[src/rtl/pred_pkg.sv]
// Shared types and helpers for the branch predictor update sequencer.
// Holds default geometry, FSM states, queued-update layout and the 2-bit counter rule.
package pred_pkg;

    localparam int         IDX_W    = 8;
    localparam int         TAG_W    = 32 - IDX_W - 2;
    localparam logic [1:0] PHT_INIT = 2'b01;

    typedef enum logic [1:0] {
        INIT = 2'd0,
        IDLE = 2'd1,
        WR   = 2'd2
    } state_t;

    // PC and target are word addresses, so only bits [31:2] are queued.
    typedef struct packed {
        logic [29:0] pc_w;
        logic        taken;
        logic [29:0] tgt_w;
    } upd_t;

    function automatic logic [1:0] sat_update(input logic [1:0] ctr, input logic taken);
        logic [1:0] res;
        if (taken) begin
            res = (ctr == 2'b11) ? 2'b11 : ctr + 2'd1;
        end else begin
            res = (ctr == 2'b00) ? 2'b00 : ctr - 2'd1;
        end
        return res;
    endfunction

    function automatic logic [IDX_W-1:0] pc_index(input logic [31:0] pc);
        return pc[IDX_W+1:2];
    endfunction

    function automatic logic [TAG_W-1:0] pc_tag(input logic [31:0] pc);
        return pc[31:IDX_W+2];
    endfunction

endpackage

[src/rtl/upd_fifo.sv]
// Synchronous FIFO of resolved-branch updates; head is visible combinationally.
// Writes land one cycle after push; clear empties it without touching the write pointer.
module upd_fifo
    import pred_pkg::*;
#(
    parameter int FIFO_DEPTH = 4
) (
    input  logic sysclk,
    input  logic rst,
    input  logic clear,
    input  logic push,
    input  upd_t push_dat,
    input  logic pop,
    output upd_t head_dat,
    output logic full,
    output logic empty
);

    localparam int AW = $clog2(FIFO_DEPTH);

    upd_t        mem_q [FIFO_DEPTH];
    logic [AW:0] wr_ptr_q;
    logic [AW:0] wr_ptr_d;
    logic [AW:0] rd_ptr_q;
    logic [AW:0] rd_ptr_d;
    logic        do_push;
    logic        do_pop;

    assign empty    = (wr_ptr_q == rd_ptr_q);
    assign full     = (wr_ptr_q[AW] != rd_ptr_q[AW]) &&
                      (wr_ptr_q[AW-1:0] == rd_ptr_q[AW-1:0]);
    assign do_push  = push && !full && !clear;
    assign do_pop   = pop && !empty && !clear;
    assign head_dat = mem_q[rd_ptr_q[AW-1:0]];

    always_comb begin
        wr_ptr_d = wr_ptr_q;
        rd_ptr_d = rd_ptr_q;
        if (clear) begin
            rd_ptr_d = wr_ptr_q;
        end else begin
            if (do_push) wr_ptr_d = wr_ptr_q + 1'b1;
            if (do_pop)  rd_ptr_d = rd_ptr_q + 1'b1;
        end
    end

    always_ff @(posedge sysclk) begin
        if (rst) begin
            wr_ptr_q <= '0;
            rd_ptr_q <= '0;
        end else begin
            wr_ptr_q <= wr_ptr_d;
            rd_ptr_q <= rd_ptr_d;
        end
    end

    always_ff @(posedge sysclk) begin
        if (do_push) begin
            mem_q[wr_ptr_q[AW-1:0]] <= push_dat;
        end
    end

endmodule

[src/rtl/predictor_update_ctrl.sv]
// Sequences BTB/PHT writes: full-table clear after reset/flush, then queued branch updates.
// Each update is a 2-cycle PHT read-modify-write; upd_ready drops when the queue is full or clearing.
module predictor_update_ctrl #(
    parameter int         IDX_W      = pred_pkg::IDX_W,
    parameter int         TAG_W      = 32 - IDX_W - 2,
    parameter int         FIFO_DEPTH = 4,
    parameter logic [1:0] PHT_INIT   = pred_pkg::PHT_INIT
) (
    input  logic             sysclk,
    input  logic             rst,
    input  logic             flush_req,
    input  logic             upd_valid,
    output logic             upd_ready,
    input  logic [31:0]      upd_pc,
    input  logic             upd_taken,
    input  logic [31:0]      upd_target,
    output logic             busy,
    output logic             pht_re,
    output logic [IDX_W-1:0] pht_ra,
    input  logic [1:0]       pht_rd,
    output logic             pht_we,
    output logic [IDX_W-1:0] pht_wa,
    output logic [1:0]       pht_wd,
    output logic             btb_we,
    output logic [IDX_W-1:0] btb_wa,
    output logic             btb_wvalid,
    output logic [TAG_W-1:0] btb_wtag,
    output logic [29:0]      btb_wtarget
);

    localparam logic [IDX_W-1:0] K_LAST = '1;

    pred_pkg::state_t state_q;
    pred_pkg::state_t state_d;
    logic [IDX_W-1:0] k_q;
    logic [IDX_W-1:0] k_d;

    pred_pkg::upd_t   push_dat;
    pred_pkg::upd_t   head_dat;
    logic             fifo_full;
    logic             fifo_empty;
    logic             fifo_push;
    logic             fifo_pop;
    logic [IDX_W-1:0] head_idx;
    logic [TAG_W-1:0] head_tag;
    logic             unused_addr_bits;

    assign unused_addr_bits = ^{upd_pc[1:0], upd_target[1:0]};

    assign push_dat.pc_w  = upd_pc[31:2];
    assign push_dat.taken = upd_taken;
    assign push_dat.tgt_w = upd_target[31:2];

    assign head_idx = head_dat.pc_w[IDX_W-1:0];
    assign head_tag = head_dat.pc_w[29:IDX_W];

    // Updates offered alongside a flush are dropped rather than queued behind the clear.
    assign upd_ready = !rst && !flush_req && (state_q != pred_pkg::INIT) && !fifo_full;
    assign fifo_push = upd_valid && upd_ready;
    assign busy      = rst || (state_q == pred_pkg::INIT);

    upd_fifo #(
        .FIFO_DEPTH(FIFO_DEPTH)
    ) u_upd_fifo (
        .sysclk   (sysclk),
        .rst      (rst),
        .clear    (flush_req),
        .push     (fifo_push),
        .push_dat (push_dat),
        .pop      (fifo_pop),
        .head_dat (head_dat),
        .full     (fifo_full),
        .empty    (fifo_empty)
    );

    always_ff @(posedge sysclk) begin
        if (rst) begin
            state_q <= pred_pkg::INIT;
            k_q     <= '0;
        end else begin
            state_q <= state_d;
            k_q     <= k_d;
        end
    end

    always_comb begin
        state_d  = state_q;
        k_d      = k_q;
        fifo_pop = 1'b0;
        case (state_q)
            pred_pkg::INIT: begin
                k_d = k_q + 1'b1;
                if (k_q == K_LAST) begin
                    state_d = pred_pkg::IDLE;
                    k_d     = '0;
                end
            end
            pred_pkg::IDLE: begin
                if (!fifo_empty) state_d = pred_pkg::WR;
            end
            pred_pkg::WR: begin
                fifo_pop = 1'b1;
                state_d  = pred_pkg::IDLE;
            end
            default: begin
                state_d = pred_pkg::INIT;
                k_d     = '0;
            end
        endcase
        if (flush_req) begin
            state_d = pred_pkg::INIT;
            k_d     = '0;
        end
    end

    always_comb begin
        pht_re      = 1'b0;
        pht_ra      = '0;
        pht_we      = 1'b0;
        pht_wa      = '0;
        pht_wd      = '0;
        btb_we      = 1'b0;
        btb_wa      = '0;
        btb_wvalid  = 1'b0;
        btb_wtag    = '0;
        btb_wtarget = '0;
        if (!rst) begin
            case (state_q)
                pred_pkg::INIT: begin
                    pht_we = 1'b1;
                    pht_wa = k_q;
                    pht_wd = PHT_INIT;
                    btb_we = 1'b1;
                    btb_wa = k_q;
                end
                pred_pkg::IDLE: begin
                    if (!fifo_empty) begin
                        pht_re = 1'b1;
                        pht_ra = head_idx;
                    end
                end
                pred_pkg::WR: begin
                    // A flush landing on the write cycle discards the update entirely.
                    if (!flush_req) begin
                        pht_we = 1'b1;
                        pht_wa = head_idx;
                        pht_wd = pred_pkg::sat_update(pht_rd, head_dat.taken);
                        if (head_dat.taken) begin
                            btb_we      = 1'b1;
                            btb_wa      = head_idx;
                            btb_wvalid  = 1'b1;
                            btb_wtag    = head_tag;
                            btb_wtarget = head_dat.tgt_w;
                        end
                    end
                end
                default: begin
                    pht_re = 1'b0;
                end
            endcase
        end
    end

endmodule

[config.mk]
export PLATFORM = sky130hd
export DESIGN_NAME = predictor_update_ctrl
export DESIGN_NICKNAME = d
export VERILOG_FILES = /design/src/rtl/pred_pkg.sv /design/src/rtl/upd_fifo.sv /design/src/rtl/predictor_update_ctrl.sv
export SDC_FILE = /design/constraint.sdc
export NUM_CORES = 1
export LEC_CHECK = 0
export ABC_AREA = 1
export CAP_MARGIN = 20
export CORE_MARGIN = 2
export CORE_UTILIZATION = 45
export CTS_CLUSTER_DIAMETER = 200
export DETAILED_ROUTE_END_ITERATION = 6
export GPL_TIMING_DRIVEN = 1
export PLACE_DENSITY = 0.7
export RECOVER_POWER = 50
export SETUP_SLACK_MARGIN = 0.1
export SLEW_MARGIN = 20
export SYNTH_ARGS = -nofsm -noshare
export SYNTH_HDL_FRONTEND = slang
export SYNTH_SLANG_ARGS = --single-unit
export TNS_END_PERCENT = 1
[constraint.sdc]
create_clock -name sysclk -period 4.65 [get_ports sysclk]
set_input_delay 0.93 -clock sysclk [delete_from_list [all_inputs] [get_ports sysclk]]
set_output_delay 0.93 -clock sysclk [all_outputs]
set_load 0.01 [all_outputs]
==> flow_summary.toml <==
[timing]
hold_viol = 0
layout_worst_path_cycle_share_pct = 92.8
timing.final.setup_violations = 0
finalWorstPathRequiredPeriod_ns = 4.31
setup_total_negative_slack_ns = 0
transition_at_the_pin_with_the_smallest_max_transition_slack_ns = 1.92
grt_setup_unrepaired = "no"
worst_clock_skew_ns = 0.0160
fmax_mhz = 232
maxSlewHeadroom_pct = -27.8
hold_ws_ns = 0.505
maxSlewViolCount = 124

[cts]
cts_tree = "done"
post_cts_resize_count = 0
numClockSinks = 262
cts.repair_timing.setup_buffer_count = 0
numCtsBuffers = 26
hold_buffers = 0
clkSlewWorstSetupHoldPaths_ns = 0.06
max-clock-path-buffers = 3
clock_tree.root_cell = "clkbuf_16"
clock_latency_ns = 0.52
cts_max_level = 1

[hold_path]
worst_hold_path.num_cells = 2
hold-path-endpoint = "state_q[1]$_SDFFE_PP0P_"
hold_class = "flop to flop"
min_from = "state_q[1]$_SDFFE_PP0P_"

[pwr]
pwr-share-clk_pct = 43.3
internal-power_uw = 3920
power_density_nw_per_um2 = 359
p_leak_uw = 0.00466
p_comb_share_pct = 3.7
swShare_pct = 19.6
switching_power_uw = 959
p_seq_share_pct = 52.9
max-vdd-ir-drop_mv = 0.288

[critical_path]
startpoint_of_the_lowest_slack_register_to_register_path = "state_q[0]$_SDFFE_PP0P_"
timing.critical_path.arrival_ns = 3.38
rr_worst_depth = 6
worst-setup-path-type = "primary input to output port"
critPathCaptureType = "output port"
critical_path.startpoint_type = "primary input"
required_ns = 3.72
path_max_fanout = 54
crit-reg2reg-capture = "u_upd_fifo.mem_q[0][45]$_DFFE_PP_"
reg2reg_setup_slack_ns = 1.03

[detailed_routing]
route.detailed.vias_per_inst = 5.06
vias = 7237
routedWlPerCell_um = 16.3
drt-total-wl_mm = 23.3
antenna_violating_nets_post_route = 0
drtIter0Drc = 379
drc_viols = 0
drt-pass1-iter-count = 5

[finish]
drive_above_1_share_pct = 10.3
area_growth_syn_to_layout_pct = 24.2
nets = 1161
fillCellCount = 2032
cell_count_final_fillers_out = 1429

[synth]
yosysWarnings = 0
synthesis.area_per_instance_sq_um = 11.6
synthFlopType = "edfxtp_1"
postSynthRegisterBits = 262
synth-edff-count = 244
distinct_cell_type_count_of_the_synthesized_netlist = 30
synth_async_sr_flop_share_pct = 0
synth_fp_nets = 1022
synthTopCellsByArea = "edfxtp_1 67%, nor2_1 8.1%, o21ai_0 5.0%"
seq_area_frac_synth_pct = 70.2
synth_top_cell_area_share_pct = 66.9
syn_inst = 941
cell_type_contributing_the_most_total_cell_area_after_synthesis = "edfxtp_1"
synth_area_sq_um = 10900

[floorplanning]
die_x_um = 160
chipHeight_um = 160
io-pin-count = 155
core.rowCount = 57
die_area_sq_um = 25600
initial_utilization_pct = 45.4
core_region_area_sq_um = 24100

[run_status]
failed_checks = "max-capacitance violations, max-slew violations"
outcome = "finished with violations"

[place]
place_congestion = 0.820
port_buffers = 150
hpwlAfterDp_mm = 12.7
numPlacedInstances = 1376

[flow_run]
max_cap_violations = 2

[global_routing]
grt_pass1_vias = 7015
grt_util_all_layers_pct = 18.0
antenna_found_initial = 7
pin_count_of_the_biggest_net_entering_global_routing = 75
remaining_global_route_overflow = 0
grt_first_pass_wirelength_mm = 36.4
## area by class of cell
class	count	area, sq um	area share (%)
multi-input cells	590	2850	20.9
flip-flops and latches	262	7690	56.6
clock inverters	17	189	1.39
diodes	6	15.0	0.110
inverters	41	159	1.17
well taps	324	405	2.98
clock buffers	30	687	5.05
repair buffers	159	1600	11.8
## power by group through the flow
stage	Sequential [uW]	Combinational [uW]	Clock, uW
finish	2580	183	2120
global route	2580	204	2270
CTS	2580	194	2150
detailed placement	2630	193	0
global placement	2630	187	0
floorplan	2630	102	0
## logic make-up (layout without fill, tap and decap cells)
family | count (synthesis) | count (layout) | share of synthesized area, %
AND/OR/NAND/NOR | 386 | 386 | 13.9
flip-flops | 262 | 262 | 70.2
AO/OA/AOI/OAI | 189 | 189 | 10.4
buffers and inverters | 89 | 247 | 4.01
adder cells (fa/ha/maj) | 10 | 10 | 1.14
XOR/XNOR | 5 | 5 | 0.400
other | 0 | 6 | 0
## worst max-delay path, cell delays in order
cell             delay (ns)
dlygate4sd3_1          0.64
inv_2                  0.23
nand2_2                0.15
nor2_1                 0.27
nand2_4                0.08
buf_12                 0.21
a21oi_2                0.21
clkdlybuf4s50_1        0.59
## metal layers
metal | vias to the layer above | track usage, % | wire length [um]
met5 | - | 0 | 38
met4 | 6 | 5.69 | 504
met3 | 49 | 3.74 | 1260
met2 | 178 | 31.3 | 11500
met1 | 3470 | 22.6 | 10000
li1 | 3534 | - | -
## flip-flops by register name (all words and copies together) (netlist names), named ones only
signal and cells:
u_upd_fifo.mem_q 244, k_q 8, u_upd_fifo.rd_ptr_q 3, u_upd_fifo.wr_ptr_q 3
state_q 2
## cell usage after synthesis (2+ instances only)
master and number:
buf_1 3, a21oi_1 20, inv_1 35, a21oi_2 48, nor3_1 4, buf_2 20
ha_1 10, xor2_1 3, nor2_1 237, buf_6 9, o21ai_0 109, nand4_1 2
buf_4 2, o21ai_1 9, edfxtp_1 244, nand3_1 28, clkbuf_1 14, inv_2 5
nand2_1 109, nand2_2 2, dfxtp_1 18, xnor2_1 2
## cell usage in the layout (no fill, tap or decap), drive strengths merged
master / instances
clkinv: 10
xor2: 3
dlygate4sd3: 63
buf: 7
nor3b: 1
bufinv: 4
inv: 41
nand2: 112
nand4: 2
nor3: 4
clkinvlp: 3
clkbuf: 32
nor2: 237
o21bai: 1
dfxtp: 18
edfxtp: 244
xnor2: 2
a21oi: 68
nand3: 29
clkdlybuf4s50: 87
diode: 6
or2: 1
a211oi: 1
o21ai: 118
o21a: 1
ha: 10
## through the flow
stage               total power [uW]  cell area (sq um)  setup slack (ns)  utilization (%)
floorplan                       2730              10900             0.131                -
global placement                2820              12700             0.430             52.8
detailed placement              2830              12700             0.426             52.8
CTS                             4930              13600             0.421             56.5
global route                    5050              13600             0.193             56.4
finish                          4880              13600             0.337             56.4
## how the worst max path moves through the flow
| stage | from | to | cells after the start |
|---|---|---|---|
| floorplan | flush_req | u_upd_fifo.mem_q[0][0]$_DFFE_PP_ | 5 |
| global placement | rst | btb_wtarget[29] | 8 |
| detailed placement | rst | btb_wtarget[29] | 8 |
| CTS | rst | btb_wtarget[29] | 8 |
| global route | rst | btb_wtag[4] | 8 |
| finish | rst | btb_wtag[1] | 8 |
No activity file was read; power rests on OpenSTA's default activity.
